File: config.mk
export PLATFORM = sky130hd
export DESIGN_NAME = regfile_wb_ctl
export DESIGN_NICKNAME = d
export VERILOG_FILES = /design/src/rtl/regfile_wb_ctl.sv
export SDC_FILE = /design/constraint.sdc
export NUM_CORES = 1
export LEC_CHECK = 0
export ABC_AREA = 1
export CORE_MARGIN = 2
export CORE_UTILIZATION = 51
export DETAILED_ROUTE_END_ITERATION = 10
export HOLD_SLACK_MARGIN = 0.06
export PLACE_DENSITY = 0.81
export SKIP_LAST_GASP = 1
export SLEW_MARGIN = 20
export SYNTH_ARGS = -nofsm -noshare
export SYNTH_HDL_FRONTEND = slang
export SYNTH_SLANG_ARGS = --single-unit
File: constraint.sdc
create_clock -name SYSCLK -period 5.4 [get_ports SYSCLK]
set_clock_uncertainty 0.1 [all_clocks]
set_input_delay 0.81 -clock SYSCLK [delete_from_list [all_inputs] [get_ports SYSCLK]]
set_output_delay 0.81 -clock SYSCLK [all_outputs]
set_load 0.1 [all_outputs]
File: src/rtl/regfile_wb_ctl.sv
// Writeback/scoreboard stage ahead of the register file: merges ALU results and
// in-order load returns into one registered write port, tracks pending loads, stalls issue.
module regfile_wb_ctl #(
    parameter int LDQ_DEPTH = 4
) (
    input  logic        SYSCLK,
    input  logic        RESET_D1_R,
    input  logic        ISSUE_VALID_S,
    input  logic [4:0]  RSA_S,
    input  logic [4:0]  RSB_S,
    input  logic [4:0]  RD_S,
    output logic        ISSUE_STALL_S,
    output logic [9:0]  READA_S,
    output logic [9:0]  READB_S,
    input  logic        ALU_VALID_E,
    input  logic [4:0]  ALU_RD_E,
    input  logic [31:0] ALU_DATA_E,
    output logic        ALU_READY_E,
    input  logic        LD_ISSUE_E,
    input  logic [4:0]  LD_RD_E,
    output logic        LD_FULL_E,
    input  logic        LD_RET_VALID_M,
    input  logic [31:0] LD_RET_DATA_M,
    output logic [31:1] WRITEC_W_R,
    output logic [31:0] REGC_W_R
);

    localparam int PW = (LDQ_DEPTH > 1) ? $clog2(LDQ_DEPTH) : 1;
    localparam int CW = $clog2(LDQ_DEPTH + 1);
    localparam logic [CW-1:0] DEPTH_C = CW'(LDQ_DEPTH);

    // Banked read select: bank number on top, one-hot of the low three bits below.
    function automatic logic [9:0] read_sel(input logic [4:0] r);
        return {r[4:3], 8'b1 << r[2:0]};
    endfunction

    logic [31:1]   pend, pend_n;
    logic [4:0]    tag_mem [LDQ_DEPTH];
    logic [PW-1:0] wr_ptr, rd_ptr;
    logic [CW-1:0] count;
    logic          hold_full;
    logic [4:0]    hold_rd;
    logic [31:0]   hold_data;
    logic          wb_ld_q;
    logic [4:0]    wb_rd_q;

    logic          push, pop, alu_accept, clr_pend_hit, wb_clr;
    logic          wr_valid, hold_load, hold_clear;
    logic [4:0]    wr_rd;
    logic [31:0]   wr_data;
    logic          wr_is_ld;
    logic [31:1]   wr_dec;
    logic [31:0]   pend_vec;

    assign READA_S     = read_sel(RSA_S);
    assign READB_S     = read_sel(RSB_S);
    assign LD_FULL_E   = (count == DEPTH_C);
    assign ALU_READY_E = ~hold_full;

    assign push       = LD_ISSUE_E & ~LD_FULL_E;
    assign pop        = LD_RET_VALID_M & (count != '0);
    assign alu_accept = ALU_VALID_E & ~hold_full;

    // The load written last cycle is still marked pending until the end of this cycle.
    assign wb_clr       = wb_ld_q & (wb_rd_q != 5'd0);
    assign clr_pend_hit = wb_clr & ((RSA_S == wb_rd_q) | (RSB_S == wb_rd_q) | (RD_S == wb_rd_q));
    assign pend_vec     = {pend, 1'b0};
    assign ISSUE_STALL_S = ISSUE_VALID_S &
                           (pend_vec[RSA_S] | pend_vec[RSB_S] | pend_vec[RD_S] | clr_pend_hit);

    // Arbitration: load return, then hold entry, then a fresh ALU result.
    always_comb begin
        // NOTE: every output of a combinational block gets a default first so no path leaves it unassigned (no latch).
        wr_valid   = 1'b0;
        wr_rd      = 5'd0;
        wr_data    = 32'd0;
        wr_is_ld   = 1'b0;
        hold_load  = 1'b0;
        hold_clear = 1'b0;
        if (pop) begin
            wr_valid  = 1'b1;
            wr_rd     = tag_mem[rd_ptr];
            wr_data   = LD_RET_DATA_M;
            wr_is_ld  = 1'b1;
            hold_load = alu_accept;
        end else if (hold_full) begin
            wr_valid   = 1'b1;
            wr_rd      = hold_rd;
            wr_data    = hold_data;
            hold_clear = 1'b1;
        end else if (alu_accept) begin
            wr_valid = 1'b1;
            wr_rd    = ALU_RD_E;
            wr_data  = ALU_DATA_E;
        end
    end

    always_comb begin
        wr_dec = '0;
        pend_n = pend;
        for (int i = 1; i < 32; i++) begin
            wr_dec[i] = wr_valid & (wr_rd == 5'(i));
            if (wb_clr && wb_rd_q == 5'(i))
                pend_n[i] = 1'b0;
            // A set in the same cycle overrides the clear.
            if (push && LD_RD_E == 5'(i))
                pend_n[i] = 1'b1;
        end
    end

    // NOTE: the tag storage carries no reset; count and pointers alone define which entries are valid.
    always_ff @(posedge SYSCLK) begin
        if (push)
            tag_mem[wr_ptr] <= LD_RD_E;
    end

    always_ff @(posedge SYSCLK) begin
        // NOTE: sequential state uses non-blocking assignments so every register samples pre-edge values.
        if (RESET_D1_R) begin
            pend       <= '0;
            wr_ptr     <= '0;
            rd_ptr     <= '0;
            count      <= '0;
            hold_full  <= 1'b0;
            hold_rd    <= 5'd0;
            hold_data  <= 32'd0;
            wb_ld_q    <= 1'b0;
            wb_rd_q    <= 5'd0;
            WRITEC_W_R <= '0;
            REGC_W_R   <= 32'd0;
        end else begin
            pend <= pend_n;
            if (push)
                wr_ptr <= wr_ptr + 1'b1;
            if (pop)
                rd_ptr <= rd_ptr + 1'b1;
            case ({push, pop})
                2'b10:   count <= count + 1'b1;
                2'b01:   count <= count - 1'b1;
                default: count <= count;
            endcase
            if (hold_load) begin
                hold_full <= 1'b1;
                hold_rd   <= ALU_RD_E;
                hold_data <= ALU_DATA_E;
            end else if (hold_clear) begin
                hold_full <= 1'b0;
            end
            wb_ld_q    <= wr_is_ld;
            wb_rd_q    <= wr_rd;
            WRITEC_W_R <= wr_dec;
            if (wr_valid)
                REGC_W_R <= wr_data;
        end
    end

endmodule

==> flow_summary.yaml <==
drt:
  ant_nets: 0
  vias: 8169
  wl_per_cell_um: 15.2
  drc: 0
  viasPerCell: 5.32
  drtIter0Drc: 591
  routed_wl_um: 23300
  dr.pass1.iters: 5
clock_tree:
  cts_sinks: 167
  cts_tree: "done"
  postCtsSetupRepairBufs: 0
  ctsResizeCount: 0
  postCtsHoldBufs: 0
  cts_max_level: 4
  clock_path_buffers: 2
  root_buffer: "clkbuf_16"
  cts_buffers: 17
  clk_pin_slew_ps: 60
  worst_skew_pair.late_latency_ps: 430
placement:
  dp_hpwl_um: 16400
  dp.cells: 1504
  port_buffers: 180
  gp_congestion: 0.911
logic_synthesis:
  synth-seq-cells: 167
  mappedNetlistArea_um2: 8140
  syn_inst: 1172
  syn_avg_cell_area_um2: 6.94
  synth_top_area_cell: "dfxtp_1"
  yosysUniqueCellTypes: 35
  synth_area_leaders: "dfxtp_1, nand2_1, edfxtp_1, nor2_1, nand3_1"
  ys_seq_area_share_pct: 43.5
  synth_top_area_share_pct: 36.2
  synth_fp_nets: 1273
  yosysWarnings: 0
setup_path:
  startpoint_type: "input pin"
  worstPathArrival_ps: 3340
  crit_type: "in -> out"
  cp_max_fo: 23
  required_ps: 4490
  crit_path_end_kind: "primary output"
die:
  initial_core_util_pct: 51.8
  die_h_um: 130
  die_w_um: 130
  io_pins: 181
  rows: 46
  fp.dieArea_um2: 17000
  core_region_area_um2: 15700
timing:
  slew_headroom_pct: 32.1
  period_share_pct: 78.6
  layout_min_cycle_time_ps: 4250
  hold_viol: 0
  setup_viol: 0
  slew_violations: 0
  tightest_slew_ps: 1020
  fin_tns_setup_ps: 0
  rsz0062_at_grt: "false"
  timing.fmax_ghz: 0.235
finish:
  layout-drive-gt1-share_pct: 5.45
  finalNonFillerCells: 1536
  area_growth_pct: 29.4
  nFillCells: 1387
  finalNetCount: 1408
  antenna_cells: 0
global_route:
  antenna_found_initial: 0
  grt_overflow: 0
  grt.total_usage_pct: 27.5
  grt_start_max_net_pins: 72
  grt_first_pass_wirelength_um: 36700
  grt_pass1_vias: 7463
flow_run:
  maxCapViolCount: 0
run_status:
  status: "completed"
power:
  total_power_w: 0.00451
  cellPowerDensity_nw_per_um2: 428
  peakVddDrop_mv: 0.301
  p_leak_nw: 4.03
worst_hold_path:
  hp-class: "reg -> reg"
==> worst paths after layout <==
| path | to | slack (ps) | startpoint | cells past startpoint |
|---|---|---|---|---|
| setup / recovery | ISSUE_STALL_S | 1150 | RD_S[0] | 10 |
| hold / removal | hold_data[19]$_SDFFE_PP0P_ | 360 | hold_data[19]$_SDFFE_PP0P_ | 2 |
| setup reg to reg | WRITEC_W_R[4]$_SDFF_PP0_ | 2560 | count[1]$_SDFFE_PP0P_ | 7 |
| hold reg to reg | hold_data[19]$_SDFFE_PP0P_ | 360 | hold_data[19]$_SDFFE_PP0P_ | 2 |
==> synth_stat cells, drive strengths merged <==
master  count
nand2     347
nor2      155
dfxtp     147
inv       114
nand3      89
o21ai      59
a21oi      44
clkbuf     42
a211oi     39
a31oi      33
buf        28
edfxtp     20
o31ai      10
nor3        9
xor2        6
ha          5
o211ai      5
o221ai      5
clkinv      4
nor3b       3
xnor2       3
o21a        2
fa          1
o41ai       1
or2         1
==> state kept, by name (all words and copies together) (netlist names), named ones only <==
name / cells
REGC_W_R: 32
WRITEC_W_R: 31
count: 3
hold_data: 32
hold_full: 1
hold_rd: 5
pend: 31
rd_ptr: 2
tag_mem: 20
wb_ld_q: 1
wb_rd_q: 5
wr_ptr: 2
==> power breakdown <==
| group | switching, W | internal [W] | total, W | leakage (nW) |
|---|---|---|---|---|
| Combinational | 0.00130 | 0.000441 | 0.00174 | 2.35 |
| Clock | 0.000530 | 0.000672 | 0.00120 | 0.294 |
| Sequential | 0.000119 | 0.00144 | 0.00156 | 1.38 |
==> logic make-up after synthesis <==
| kind of cell | after synthesis | share of synthesized area [%] |
|---|---|---|
| AND/OR/NAND/NOR | 604 | 29.9 |
| XOR/XNOR | 9 | 0.969 |
| adder cells (fa/ha/maj) | 6 | 1.01 |
| buffers and inverters | 188 | 9.15 |
| flip-flops | 167 | 43.5 |
| AO/OA/AOI/OAI | 198 | 15.5 |
==> critical path, cell delays in order <==
cell             delay, ps
clkdlybuf4s50_1        950
clkinv_1               460
nand2_1                180
nand3_1                 80
nand3_1                100
nand3_1                 80
a21oi_1                150
nor2_1                  70
a21oi_1                150
buf_4                  310
==> area by class of cell <==
type	instances	area [µm²]	area share [%]
multi-input cells	817	3860	36.6
flip-flops and latches	167	3540	33.7
repair buffers	186	1830	17.4
clock buffers	19	453	4.30
inverters	118	443	4.21
well taps	216	270	2.57
clock inverters	13	134	1.27
==> per-stage QoR <==
step / cell area [µm²] / hold slack (ps) / setup slack, ps / util, %
after global routing: 10500 / 377 / 950 / 67.0
after detailed placement: 9940 / 352 / 1200 / 63.3
after floorplan: 8140 / 334 / 217 / -
final: 10500 / 359 / 1150 / 67.0
after global placement: 9940 / 346 / 1280 / 63.3
after CTS: 10500 / 364 / 1190 / 67.0
==> layer usage <==
layer | share of wire (%) | track usage (%) | up-vias
li1 | - | - | 4067
met4 | 2.1 | 8.79 | 0
met5 | 0 | 0 | -
met3 | 9.6 | 7.95 | 40
met2 | 46 | 45.5 | 360
met1 | 42 | 34.7 | 3702
==> placed cells by master, fill, tap and decap left out, types with 5 or more instances in the layout <==
master and n:
nor2_1 154, clkbuf_16 17, xor2_1 6, edfxtp_1 20
nand3_1 89, inv_6 5, o21ai_0 59, o31ai_1 10
clkdlybuf4s50_1 172, a21oi_1 40, a211oi_1 39, nand2_1 346
inv_2 7, ha_1 5, inv_1 107, dfxtp_1 147
buf_4 14, a31oi_1 32
Note: power is estimated with default switching activity, not from simulation.
==> edit 1 (config.mk and constraints unchanged) <==
Change the parameter `LDQ_DEPTH` from 4 to 8.
--- a/src/rtl/regfile_wb_ctl.sv
+++ b/src/rtl/regfile_wb_ctl.sv
@@ -1,7 +1,7 @@
 // Writeback/scoreboard stage ahead of the register file: merges ALU results and
 // in-order load returns into one registered write port, tracks pending loads, stalls issue.
 module regfile_wb_ctl #(
-    parameter int LDQ_DEPTH = 4
+    parameter int LDQ_DEPTH = 8
 ) (
     input  logic        SYSCLK,
     input  logic        RESET_D1_R,
Formal check against the unedited RTL: not equivalent (a bounded check fails within 10 cycles, from zero or initial values and one cycle with RESET_D1_R high).
==> edit 1 against the unedited design <==
- final area is 9.4% higher
- worst setup slack better by 0.017 ns
- count of clock-buffer cells in the layout is 2 lower
- area after synthesis is 13% higher
- die area is 12% higher
- wire length is 9.7% higher
- critical path depth is 5 lower
- total power is 7.3% higher
- via count is 11% higher
- sequential cell count is 24 higher
- critical path type unchanged
==> edit 1: results (changes against the unedited design) <==
{| class="wikitable"
! Metric !! Value
|-
| Nets in the synthesized netlist || 1,404 (was 1,273)
|-
| Largest regs || tag_mem x40, REGC_W_R x32, hold_data x32 (was REGC_W_R x32, hold_data x32)
|-
| Worst Hold Slack || 0.349 ns (was 0.359 ns)
|-
| Sequential cell area fraction in the yosys report || 46.0% (was 43.5%)
|-
| Transition time of the tightest slew-check pin || 1.11 ns (was 1.02 ns)
|-
| Count of non-CTS inverters in the layout || 148 (was 118)
|-
| Number of flops mapped to enable cells by yosys || 40 (was 20)
|-
| Number of global-route vias before repair || 8,387 (was 7,463)
|-
| Reg2reg setup slack || 2.12 ns (was 2.56 ns)
|-
| Cell area after placement || 11,000 µm² (was 9940 µm²)
|-
| Comb power || 1870 µW (was 1740 µW)
|-
| Proportion of layout cells with a drive suffix above 1 || 4.64% (was 5.45%)
|-
| Xor/xnor share of the synthesized area || 1.33% (was 0.969%)
|-
| Part of the total power dissipated in sequential elements || 36.9% (was 34.7%)
|-
| Met3 layer wire length in the routed design || 2330 µm (was 2240 µm)
|-
| Arrival time of the worst setup path || 3.32 ns (was 3.34 ns)
|-
| Post-route cell area || 11,500 µm² (was 10,500 µm²)
|-
| Vias after detailed routing || 9,053 (was 8,169)
|-
| Overall track demand over capacity in global routing || 26.2% (was 27.5%)
|-
| Library cells used by synthesis || 32 (was 35)
|-
| Number of instances in the synthesized netlist || 1,304 (was 1,172)
|-
| Run status || finished, final reports clean (unchanged)
|-
| Multi-input logic area || 4080 µm² (was 3860 µm²)
|-
| Worst reg2reg endpoint || WRITEC_W_R[12]$_SDFF_PP0_ (was WRITEC_W_R[4]$_SDFF_PP0_)
|-
| Global placement routability congestion || 0.948 (was 0.911)
|-
| Leading post-synthesis cells by cell area || sky130_fd_sc_hd__dfxtp_1, sky130_fd_sc_hd__nand2_1, sky130_fd_sc_hd__edfxtp_1 (unchanged)
|-
| Share of final layout cell area taken by clock buffers and inverters || 4.81% (was 5.57%)
|-
| Placement-stage worst setup slack || 1.20 ns (about the same)
|-
| Iteration-0 DRC count of the detailed router || 726 (was 591)
|-
| Maximum ir drop on the vdd rail || 0.285 mV (was 0.301 mV)
|-
| Number of cell instances on the worst register-to-register path || 12 (was 7)
|-
| Placed wire-length estimate || 17,700 µm (was 16,400 µm)
|-
| Source of the worst hold timing path || hold_rd[1]$_SDFFE_PP0P_ (was hold_data[19]$_SDFFE_PP0P_)
|}
==> edit 1: cell types whose count changed after synthesis, moves of 7 or more <==
| cell | delta |
|---|---|
| sky130_fd_sc_hd__o21ai_0 | +64 |
| sky130_fd_sc_hd__nor2_1 | -46 |
| sky130_fd_sc_hd__a21oi_1 | +43 |
| sky130_fd_sc_hd__a211oi_1 | -39 |
| sky130_fd_sc_hd__inv_1 | +36 |
| sky130_fd_sc_hd__nand2_1 | +31 |
| sky130_fd_sc_hd__edfxtp_1 | +20 |
| sky130_fd_sc_hd__buf_2 | +12 |
| sky130_fd_sc_hd__o21ai_1 | +12 |
| sky130_fd_sc_hd__nor2_2 | +9 |
| sky130_fd_sc_hd__clkbuf_1 | -7 |
| sky130_fd_sc_hd__o211ai_1 | +7 |
==> edit 1: critical path, delay by kind of cell <==
| kind | cells | cell delay, ns |
|---|---|---|
| and+or+nand+nor | 2 | 0.44 |
| buffers and inverters | 3 | 2.07 |
==> edit 2 (config.mk and constraints unchanged) <==
Made on the original files. Reset style: asynchronous (`RESET_D1_R`), changed in one clocked block.
--- a/src/rtl/regfile_wb_ctl.sv
+++ b/src/rtl/regfile_wb_ctl.sv
@@ -114,7 +114,7 @@
             tag_mem[wr_ptr] <= LD_RD_E;
     end
 
-    always_ff @(posedge SYSCLK) begin
+    always_ff @(posedge SYSCLK or posedge RESET_D1_R) begin
         // NOTE: sequential state uses non-blocking assignments so every register samples pre-edge values.
         if (RESET_D1_R) begin
             pend       <= '0;
Formal check against the unedited RTL: differs if RESET_D1_R is asserted again (counterexample within 4 cycles, from zero or initial values and one cycle with RESET_D1_R high); with RESET_D1_R held inactive, the same outputs for 4 cycles.
==> edit 2 against the unedited design <==
- total power up 34%
- final area is 3.3% higher
- worst setup slack better by 0.11 ns
- area after synthesis increased by 3.7%
- critical path depth decreased by 5
- sequential cell count decreased by 2
- cell count is 4.2% lower
- largest power group unchanged
- critical endpoint is now READB_S[4]
- wire length fell by 0.27%
- sequential power is 37% higher
- largest cell class is now sequential cells
==> edit 2: results (changes against the unedited design) <==
{| class="wikitable"
! Metric !! Value
|-
| Kind of path behind the tightest hold check || register to register (unchanged)
|-
| Global placement routability congestion || 0.979 (was 0.911)
|-
| Maximum number of pins on one net before global-route repair || 117 (was 72)
|-
| Placement-stage worst setup slack || 1.29 ns (was 1.20 ns)
|-
| Final-stage net count || 1,339 (was 1,408)
|-
| Number of vias per cell after detailed routing || 5.25 (was 5.32)
|-
| Leading post-synthesis cells by cell area || sky130_fd_sc_hd__dfrtp_1, sky130_fd_sc_hd__nand2_1, sky130_fd_sc_hd__o21ai_0 (was sky130_fd_sc_hd__dfxtp_1, sky130_fd_sc_hd__nand2_1, sky130_fd_sc_hd__edfxtp_1)
|-
| Detailed-route wire length || 23,200 µm (was 23,300 µm)
|-
| Source of the worst hold timing path || REGC_W_R[31]$_DFFE_PP0P_ (was hold_data[19]$_SDFFE_PP0P_)
|-
| Reg2reg setup slack || 2.91 ns (was 2.56 ns)
|-
| Arrival time of the worst setup path || 3.22 ns (was 3.34 ns)
|-
| Worst Hold Slack || 0.387 ns (was 0.359 ns)
|-
| Root Buffer Master || sky130_fd_sc_hd__clkbuf_16 (unchanged)
|-
| Total number of yosys warnings || 0 (unchanged)
|-
| Critical Path Source || RSB_S[0] (was RD_S[0])
|-
| Largest fanout of any net on the critical path || 25 (was 23)
|-
| Maximum ir drop on the vdd rail || 0.530 mV (was 0.301 mV)
|-
| Post-CTS setup buffers || 0 (unchanged)
|-
| Minimum period implied by the final worst setup slack || 4.13 ns (was 4.25 ns)
|-
| Transition time of the tightest slew-check pin || 1.04 ns (was 1.02 ns)
|-
| Library cells used by synthesis || 30 (was 35)
|-
| Static power due to leakage || 0.00501 µW (was 0.00403 µW)
|-
| TritonRoute pass-1 iters || 8 (was 5)
|-
| Iteration-0 DRC count of the detailed router || 635 (was 591)
|-
| Nets in the synthesized netlist || 1,190 (was 1,273)
|-
| Overall track demand over capacity in global routing || 27.0% (was 27.5%)
|-
| Placed wire-length estimate || 16,600 µm (was 16,400 µm)
|-
| Most frequent cells after synthesis || sky130_fd_sc_hd__nand2_1, sky130_fd_sc_hd__nor2_1, sky130_fd_sc_hd__dfrtp_1, sky130_fd_sc_hd__o21ai_0, sky130_fd_sc_hd__inv_1 (was sky130_fd_sc_hd__nand2_1, sky130_fd_sc_hd__nor2_1, sky130_fd_sc_hd__dfxtp_1, sky130_fd_sc_hd__inv_1, sky130_fd_sc_hd__nand3_1)
|-
| Sequential cell area fraction in the yosys report || 50.1% (was 43.5%)
|-
| Async SR Flop Fraction || 87.9% (was 0%)
|-
| Proportion of layout cells with a drive suffix above 1 || 6.16% (was 5.45%)
|-
| Source of the worst register-to-register timing path || count[1]$_DFFE_PP0P_ (was count[1]$_SDFFE_PP0P_)
|-
| Global-route wire length before repair || 37,900 µm (was 36,700 µm)
|-
| Run status || finished, final reports clean (unchanged)
|-
| Clock slew seen by the registers of the worst setup and hold paths || around 0.070 ns
|-
| Largest regs || REGC_W_R x32, hold_data x32 (unchanged)
|-
| Number of global-route vias before repair || 7,462 (was 7,463)
|-
| Clock buffers created by TritonCTS || 17 (unchanged)
|}
[edit 2: power breakdown]
part | internal (µW) | switching [µW]
Clock | 626 | 523
Sequential | 1710 | 426
Combinational | 723 | 2050
Total | 3060 | 3000
[edit 2: stage by stage]
stage	cells	instance area (µm²)	util, %	total power, µW
final	1471	10900	66.5	6050
after global routing	1471	10900	66.5	6380
after detailed placement	1439	10300	63.1	4890
after CTS	1471	10900	66.5	6050
after floorplan	1089	8440	-	4080
after global placement	1439	10300	63.1	4840
[edit 2: routing by layer]
| metal | vias to the layer above | track usage, % | wire length [µm] |
|---|---|---|---|
| met5 | - | 0 | 0 |
| met4 | 0 | 12.1 | 838 |
| met3 | 61 | 6.32 | 1650 |
| met2 | 332 | 42.8 | 10700 |
| met1 | 3544 | 35.7 | 10100 |
| li1 | 3784 | - | - |
[edit 2: cell type report]
cell class | count | share of cell area (%)
clock buffers | 19 | 4.16
clock inverters | 13 | 1.01
inverters | 116 | 4.07
multi-input cells | 752 | 32.5
flip-flops and latches | 165 | 38.9
well taps | 220 | 2.53
repair buffers | 186 | 16.9
[edit 2: critical path, stage by stage]
cell and delay [ns]:
sky130_fd_sc_hd__clkdlybuf4s50_1 0.80, sky130_fd_sc_hd__nor2_1 0.31, sky130_fd_sc_hd__inv_1 0.08, sky130_fd_sc_hd__nor2_1 0.09
sky130_fd_sc_hd__clkdlybuf4s50_1 1.14
[edit 2: worst paths after layout]
check                           depth (start not counted)                  endpoint
worst max-delay path                                    5                READB_S[4]
worst min-delay path                                    2  REGC_W_R[31]$_DFFE_PP0P_
worst max register to register                          8   WRITEC_W_R[7]$_DFF_PP0_
worst min register to register                          2  REGC_W_R[31]$_DFFE_PP0P_
max in group asynchronous                               3       pend[5]$_DFFE_PP0P_
min in group asynchronous                               2  WRITEC_W_R[31]$_DFF_PP0_
[edit 2: logic make-up (layout without fill, tap and decap cells)]
group | after synthesis | in the layout | share of synthesized area [%]
and+or+nand+nor | 547 | 547 | 26.5
buffers and inverters | 172 | 334 | 8.07
xor gates and xnor gates | 16 | 16 | 1.66
AOI/OAI and AO/OA | 183 | 183 | 12.7
DFF | 165 | 165 | 50.1
adders and majority gates | 6 | 6 | 0.979
